## src/rtl/viterbi_decoder.sv

```systemverilog
// Hard-decision register-exchange Viterbi decoder for the rate-1/2, K=3 (7,5) code.
// Define VITERBI_BEST_STATE_EN to take d_out from the minimum-metric state instead of state 0.
module viterbi_decoder #(
  parameter int unsigned TB_DEPTH = 16,
  parameter int unsigned PM_W     = 6
) (
  input  logic       clk,
  input  logic       rst,
  input  logic       enable,
  input  logic [1:0] d_in,
  output logic       d_out
);

  localparam int unsigned N_STATES = 4;
  localparam int unsigned SUM_W    = PM_W + 1;
  localparam logic [PM_W-1:0]  PM_MAX   = {PM_W{1'b1}};
  localparam logic [PM_W-1:0]  PM_INIT  = (PM_W >= 5) ? PM_W'(16) : PM_MAX;
  localparam logic [SUM_W-1:0] SUM_SAT  = {1'b0, PM_MAX};

  logic [PM_W-1:0]     pm_q     [N_STATES];
  logic [PM_W-1:0]     pm_d     [N_STATES];
  logic [TB_DEPTH-1:0] surv_q   [N_STATES];
  logic [TB_DEPTH-1:0] surv_d   [N_STATES];
  logic [TB_DEPTH-1:0] surv_new [N_STATES];
  logic [SUM_W-1:0]    acs_pm   [N_STATES];
  logic [SUM_W-1:0]    norm_pm  [N_STATES];
  logic                d_out_q;
  logic                d_out_d;

  logic [SUM_W-1:0]    lo_min;
  logic [SUM_W-1:0]    hi_min;
  logic [SUM_W-1:0]    min_pm;
  logic                lo_sel;
  logic                hi_sel;
  logic                top_sel;
  logic [1:0]          best;

  // Hamming distance between the received symbol and the branch output from pred with input b
  function automatic logic [1:0] branch_metric(input logic [1:0] sym, input logic b,
                                               input logic [1:0] pred);
    logic [1:0] exp_sym;
    logic [1:0] diff;
    exp_sym = {b ^ pred[1] ^ pred[0], b ^ pred[0]};
    diff    = sym ^ exp_sym;
    return {1'b0, diff[1]} + {1'b0, diff[0]};
  endfunction

  // Add-compare-select, normalization and survivor exchange for all four states
  always_comb begin
    for (int i = 0; i < N_STATES; i++) begin
      logic [1:0]       ns;
      logic [1:0]       p0;
      logic [1:0]       p1;
      logic [SUM_W-1:0] cand0;
      logic [SUM_W-1:0] cand1;
      logic             sel;
      ns    = 2'(i);
      p0    = {ns[0], 1'b0};
      p1    = {ns[0], 1'b1};
      cand0 = SUM_W'(pm_q[p0]) + SUM_W'(branch_metric(d_in, ns[1], p0));
      cand1 = SUM_W'(pm_q[p1]) + SUM_W'(branch_metric(d_in, ns[1], p1));
      sel   = (cand1 < cand0);
      acs_pm[i]   = sel ? cand1 : cand0;
      surv_new[i] = sel ? {surv_q[p1][TB_DEPTH-2:0], ns[1]}
                        : {surv_q[p0][TB_DEPTH-2:0], ns[1]};
    end

    lo_sel  = (acs_pm[1] < acs_pm[0]);
    lo_min  = lo_sel ? acs_pm[1] : acs_pm[0];
    hi_sel  = (acs_pm[3] < acs_pm[2]);
    hi_min  = hi_sel ? acs_pm[3] : acs_pm[2];
    top_sel = (hi_min < lo_min);
    min_pm  = top_sel ? hi_min : lo_min;

`ifdef VITERBI_BEST_STATE_EN
    best = top_sel ? {1'b1, hi_sel} : {1'b0, lo_sel};
`else
    best = 2'd0;
`endif

    for (int i = 0; i < N_STATES; i++) begin
      norm_pm[i] = acs_pm[i] - min_pm;
    end

    pm_d    = pm_q;
    surv_d  = surv_q;
    d_out_d = d_out_q;
    if (enable) begin
      for (int i = 0; i < N_STATES; i++) begin
        pm_d[i]   = (norm_pm[i] > SUM_SAT) ? PM_MAX : PM_W'(norm_pm[i]);
        surv_d[i] = surv_new[i];
      end
      d_out_d = surv_new[best][TB_DEPTH-1];
    end
  end

  // State registers; reset forces decoding to start from the all-zero state
  always_ff @(posedge clk or negedge rst) begin
    if (!rst) begin
      pm_q[0] <= '0;
      for (int i = 1; i < N_STATES; i++) begin
        pm_q[i] <= PM_INIT;
      end
      for (int i = 0; i < N_STATES; i++) begin
        surv_q[i] <= '0;
      end
      d_out_q <= 1'b0;
    end else begin
      for (int i = 0; i < N_STATES; i++) begin
        pm_q[i]   <= pm_d[i];
        surv_q[i] <= surv_d[i];
      end
      d_out_q <= d_out_d;
    end
  end

  assign d_out = d_out_q;

endmodule

```

## config.mk

```make
export PLATFORM = sky130hd
export DESIGN_NAME = viterbi_decoder
export DESIGN_NICKNAME = d
export VERILOG_FILES = /design/src/rtl/viterbi_decoder.sv
export SDC_FILE = /design/constraint.sdc
export NUM_CORES = 1
export LEC_CHECK = 0
export ABC_AREA = 1
export CELL_PAD_IN_SITES_DETAIL_PLACEMENT = 0
export CELL_PAD_IN_SITES_GLOBAL_PLACEMENT = 1
export CORE_UTILIZATION = 30
export CTS_CLUSTER_DIAMETER = 200
export DETAILED_ROUTE_END_ITERATION = 8
export PLACE_DENSITY_LB_ADDON = 0.1
export SYNTH_ARGS = -nofsm -noshare
export SYNTH_HDL_FRONTEND = slang
export SYNTH_SLANG_ARGS = --single-unit
```

## constraint.sdc

```tcl
create_clock -name clk -period 6 [get_ports clk]
set_input_delay 1.2 -clock clk [delete_from_list [all_inputs] [get_ports clk]]
set_output_delay 1.2 -clock clk [all_outputs]
set_load 0.01 [all_outputs]
```

# Word level (Yosys, flattened, before mapping)
# Index checks and enable logic that the tools add are counted.
[classes]
add_sub_neg = 16
n_lt_le_gt_ge = 11
muxes = 15
n_bitwise = 3
[ops]
columns = ["cell", "n"]
rows = [
  ["adder 6 x 2 -> 7 bit", 8],
  ["less-than comparator 7 bit", 7],
  ["two-way mux 7 bit", 7],
  ["> comparator 7 x 6 -> 1 bit (second input constant)", 4],
  ["two-way mux 14 bit", 2],
  ["subtractor 7 bit", 4],
  ["two-way mux 6 bit", 4],
  ["two-way mux 16 bit", 1],
  ["two-way mux 15 bit", 1],
  ["adder 1 x 1 -> 2 bit", 4],
  ["inverter 1 bit", 2],
  ["inverter 2 bit", 1],
]
[totals]
regBits = 83
in_bits = 5
out_inout_bits = 1
elab_cells = 54

# Logic depth before layout (Yosys ltp)
# Gate-level depths: netlist of run 1.
[logic_depth]
ltp_word = 12
ltp_mapped = 54
depth_no_buf = 51

# Least setup slack after synthesis of run 1
# OpenSTA, ideal clock, no wires.
[synth_path]
path_kind = "input-to-reg"
start = "input d_in[0]"
end = "register pm_q[0] (netlist name)"
setup_time_ns = 0.118
arrival_time_ns = 7.098
required_time_ns = 5.882
setup_slack_ns = -1.215
stages = 44
path_buffers = 4
cell_sequence = "inv_1 > ha_1 > ha_1 > ha_1 > inv_1 > nand2_1 > xor2_1 > ha_1 > a21oi_1 > nand2_1 > a21oi_1 > o21a_1 > nand2_1 > nand3_4 > nand2_2 > buf_6 > clkbuf_1 > nand2_1 > (+8 left out) > ha_1 > inv_1 > o21bai_1 > nor2_4 > nand2_4 > buf_8 > o21ai_0 > ha_1 > inv_1 > ha_1 > inv_1 > nand2_1 > nand3_1 > nand3_1 > nand2_1 > nand2_2 > o21bai_1 > inv_1"
[synth_via]
elab_chain_cells = 12
word_cells_on_any_way = 31
cone_classes = "add/sub (13); order compare (8); mux (8); bitwise (2)"
[synth_rtl]
columns = ["element", "line_no", "rtl"]
rows = [
  ["start, declared", "10", "input logic [1:0] d_in,"],
  ["inverter 1 bit (no source line) / inverter 2 bit (equally long branches)", "n/a", ""],
  ["adder 1 x 1 -> 2 bit", "45", "return {1'b0, diff[1]} + {1'b0, diff[0]};"],
  ["adder 6 x 2 -> 7 bit (on tied branches)", "60, 61", ""],
  ["less-than comparator 7 bit", "62", "sel = (cand1 < cand0);"],
  ["two-way mux 7 bit", "63", "acs_pm[i] = sel ? cand1 : cand0;"],
  ["less-than comparator 7 bit (on tied branches)", "70, 68", ""],
  ["two-way mux 7 bit (on tied branches)", "71, 69", ""],
  ["less-than comparator 7 bit", "72", "top_sel = (hi_min < lo_min);"],
  ["two-way mux 7 bit", "73", "min_pm = top_sel ? hi_min : lo_min;"],
  ["subtractor 7 bit *", "82", "norm_pm[i] = acs_pm[i] - min_pm;"],
  ["> comparator 7 x 6 -> 1 bit", "90", "pm_d[i] = (norm_pm[i] > SUM_SAT) ? PM_MAX : PM_W'(norm_pm[i]);"],
  ["two-way mux 6 bit *", "90", ""],
  ["end signal, assigned by index", "110", "pm_q[i] <= pm_d[i];"],
  ["end, declared", "20", "logic [PM_W-1:0] pm_q [N_STATES];"],
]
# Mark *: on every way between the ends. The rest lies on a longest branch, timed or not.
# A chain may end at the register's enable or synchronous reset.

# Final worst setup path of run 1
[layout_path]
start = "input d_in[1]"
end = "register pm_q[0] (netlist name)"
[layout_via]
elab_chain_cells = 12
word_cells_on_any_way = 31
cone_classes = "add/sub (13); order compare (8); mux (8); bitwise (2)"
[layout_rtl]
columns = ["element", "line_no"]
rows = [
  ["inverter 1 bit (no source line) / inverter 2 bit (equally long branches)", "n/a"],
  ["adder 1 x 1 -> 2 bit", "45"],
  ["adder 6 x 2 -> 7 bit (on tied branches)", "61, 60"],
  ["less-than comparator 7 bit", "62"],
  ["two-way mux 7 bit", "63"],
  ["less-than comparator 7 bit (on tied branches)", "70, 68"],
  ["two-way mux 7 bit (on tied branches)", "71, 69"],
  ["less-than comparator 7 bit", "72"],
  ["two-way mux 7 bit", "73"],
  ["subtractor 7 bit *", "82"],
  ["> comparator 7 x 6 -> 1 bit", "90"],
  ["two-way mux 6 bit *", "90"],
]
# Marked as above.

==> results of run 1 <==
## final timing paths
kind                            cells past startpoint  startpoint  slack (ns)         end
worst min register to register                      1   surv_q[0]        0.47   surv_q[0]
worst min-delay path                                1   surv_q[0]        0.47   surv_q[0]
max in group asynchronous                           2         rst        4.18     pm_q[4]
worst max-delay path                               45     d_in[1]       -0.46     pm_q[0]
worst max register to register                     42     pm_q[7]        0.34     pm_q[0]
min in group asynchronous                           1         rst        0.84  surv_q[33]
## cells in the mapped netlist (12+ instances only)
cell	n
o21ai_1	15
xor2_1	33
nand2_1	358
inv_1	161
a21oi_1	56
dfrtp_1	75
nand3_1	126
ha_1	53
inv_2	13
clkbuf_1	22
nand2_2	28
nand4_1	12
nor2_1	68
o21ai_0	107
## worst max-delay path, delay by kind of cell
family                     cells  cell delay [ns]
adders and majority gates      8             1.71
AOI/OAI and AO/OA              8             1.13
buffers and inverters         14             1.12
and+or+nand+nor               14             1.35
xor gates and xnor gates       1             0.19
## final cells by class
class                      instances  area share
clock buffer                       9      0.0182
clock inverter                     7     0.00689
multi-input combinational        931       0.522
tap                              330      0.0334
inverter                         178      0.0559
timing repair buffer             327       0.205
sequential                        78       0.158
## kinds of logic after synthesis
family | Yosys count | share of synthesized area
and+or+nand+nor | 639 | 0.373
buffers and inverters | 215 | 0.112
AOI/OAI and AO/OA | 200 | 0.135
DFF | 78 | 0.250
adders and majority gates | 53 | 0.0848
xor gates and xnor gates | 39 | 0.0446
## metal layers
metal  global-route usage  vias up  wire, um
li1                     -     4499         -
met1                0.292     4016     13400
met2                0.375      103     14000
met3               0.0249       33       573
met4               0.0699        0       745
met5                    0        -         0
## stage by stage
step                      TNS [ns]  area, sq um  worst slack [ns]
after floorplan             -13.94         8050            -0.614
after global placement      -39.07        10200             -1.77
after detailed placement    -38.68        10200             -1.75
after CTS                    -7.31        11700            -0.366
after global routing        -15.53        12400            -0.701
final                        -9.58        12400            -0.460
## registers in the layout, indices dropped and copies added, names as in the netlist
signal  flops
d_out       1
pm_q       24
surv_q     53
## repair_timing
| item | CTS | global route |
|---|---|---|
| gates resized for setup | 181 | 134 |
| buffers inserted | 55 | 16 |
| pin swaps | 100 | 84 |
| endpoints found under the setup margin | 24 | 24 |
| cloned | 0 | 0 |
==> metrics.txt, run 1 <==
drt first pass iters=5; vias in the first global route=8564; core footprint=between 0.02 and 0.03 sq mm; Synth-to-Final Area Change=58.0%; Hold Path Class=reg -> reg; Mapped Cells=1224; fin nets=1583; crit share post-route=1.08; cell at the slowest stage of the critical path=ha_4; fmax=about 150 MHz; Critical Path RT=6.25 ns; mapped cell area=0.00782 sq mm; port bufs=5; most frequent cells in the layout=309 x buf_4, 282 x nand2_1, 128 x inv_1; synth warn=0; top post-synthesis cells by area=dfrtp_1 24%, nand2_1 17%, ha_1 8.5%; Post-Syn Area per Cell=6.39 sq um; H-Tree Level Count=3; Die Width=163 um; MaxCap Viol Count=0; Pins Over Slew Limit=0; gr usage total=0.221; Yosys top cell area share=0.240; area of the multi-input gates=about 0.0065 sq mm; DP Wirelength=22100 um; final core utilization=0.487; min setup slack post-route=-0.460 ns; clock skew=around 0.011 ns; crit end category=flop; drc violations=0; first-pass GRT wire length=~45000 um; CP Launch Type=input pin; Fillers=2636; RSZ-0062 raised after global routing=true; WS Path Type=in -> reg; Worst-Skew Late Latency=0.35 ns; Final ANT Viol Nets=0; Net Count, Synth=1282; layout cells sized above 1=0.442; share of flip-flops with an asynchronous set or reset=1.00; Sink Count=78; Die Footprint=0.0267 sq mm; slew margin rel.=0.408; status=complete, but fails checks; Rows=just under 60; global route overflow=0; Cell variety after synth=43; Synth area leader=dfrtp_1; Post-Layout Cell Count=~1900; # IOs=6; antenna fix cells=0; initial antenna violation count=0; Total Routed Length=~29000 um; Iter 0 DRT Violations=430; Die H=163 um; clk root buf=clkbuf_16; largest net degree at the start of global routing=46; failing checks=setup timing; Wirelength per Cell=15.5 um; Worst Path Arrival=6.71 ns; register area share after synthesis=0.250; #FFs+latches synth=78; Inserted Clock Buffers=9; Post-synth EDFFs=0; Hold Violations, Final=0; WHS=0.470 ns; GP Congestion=0.867; most used cell, CP=ha_4; dpl cells=between 1500 and 2000; hold_buf cts=0; post-route minimum period=about 6.5 ns; # setup viols final=24; total number of vias=8651; storage element area=0.00196 sq mm; Worst-path clk slew=0.07 ns; most common library cell in the layout ignoring fill and taps=buf_4; slew of the pin with the lowest slew margin=around 0.89 ns; clk buf depth=2; vias per cell=4.65; CTS tree=done; Crit Path Max Fanout=7; main flop type after synthesis=dfrtp_1; max incr delay on CP=roughly 0.33 ns; Starting Density=0.308
Power of run 1 is not shown: default switching activity piles up to over one toggle a cycle in this logic, so the estimate is an artifact.
==> run 2: changes to the inputs <==
--- a/config.mk
+++ b/config.mk
@@ -11,6 +11,7 @@
 export CORE_UTILIZATION = 30
 export CTS_CLUSTER_DIAMETER = 200
 export DETAILED_ROUTE_END_ITERATION = 8
+export HOLD_SLACK_MARGIN = 0.06
 export PLACE_DENSITY_LB_ADDON = 0.1
 export SYNTH_ARGS = -nofsm -noshare
 export SYNTH_HDL_FRONTEND = slang
==> results of run 2 <==
The final DEF is identical to that of run 1; final timing and power are the same.
Power of run 2 is left out for the same reason.
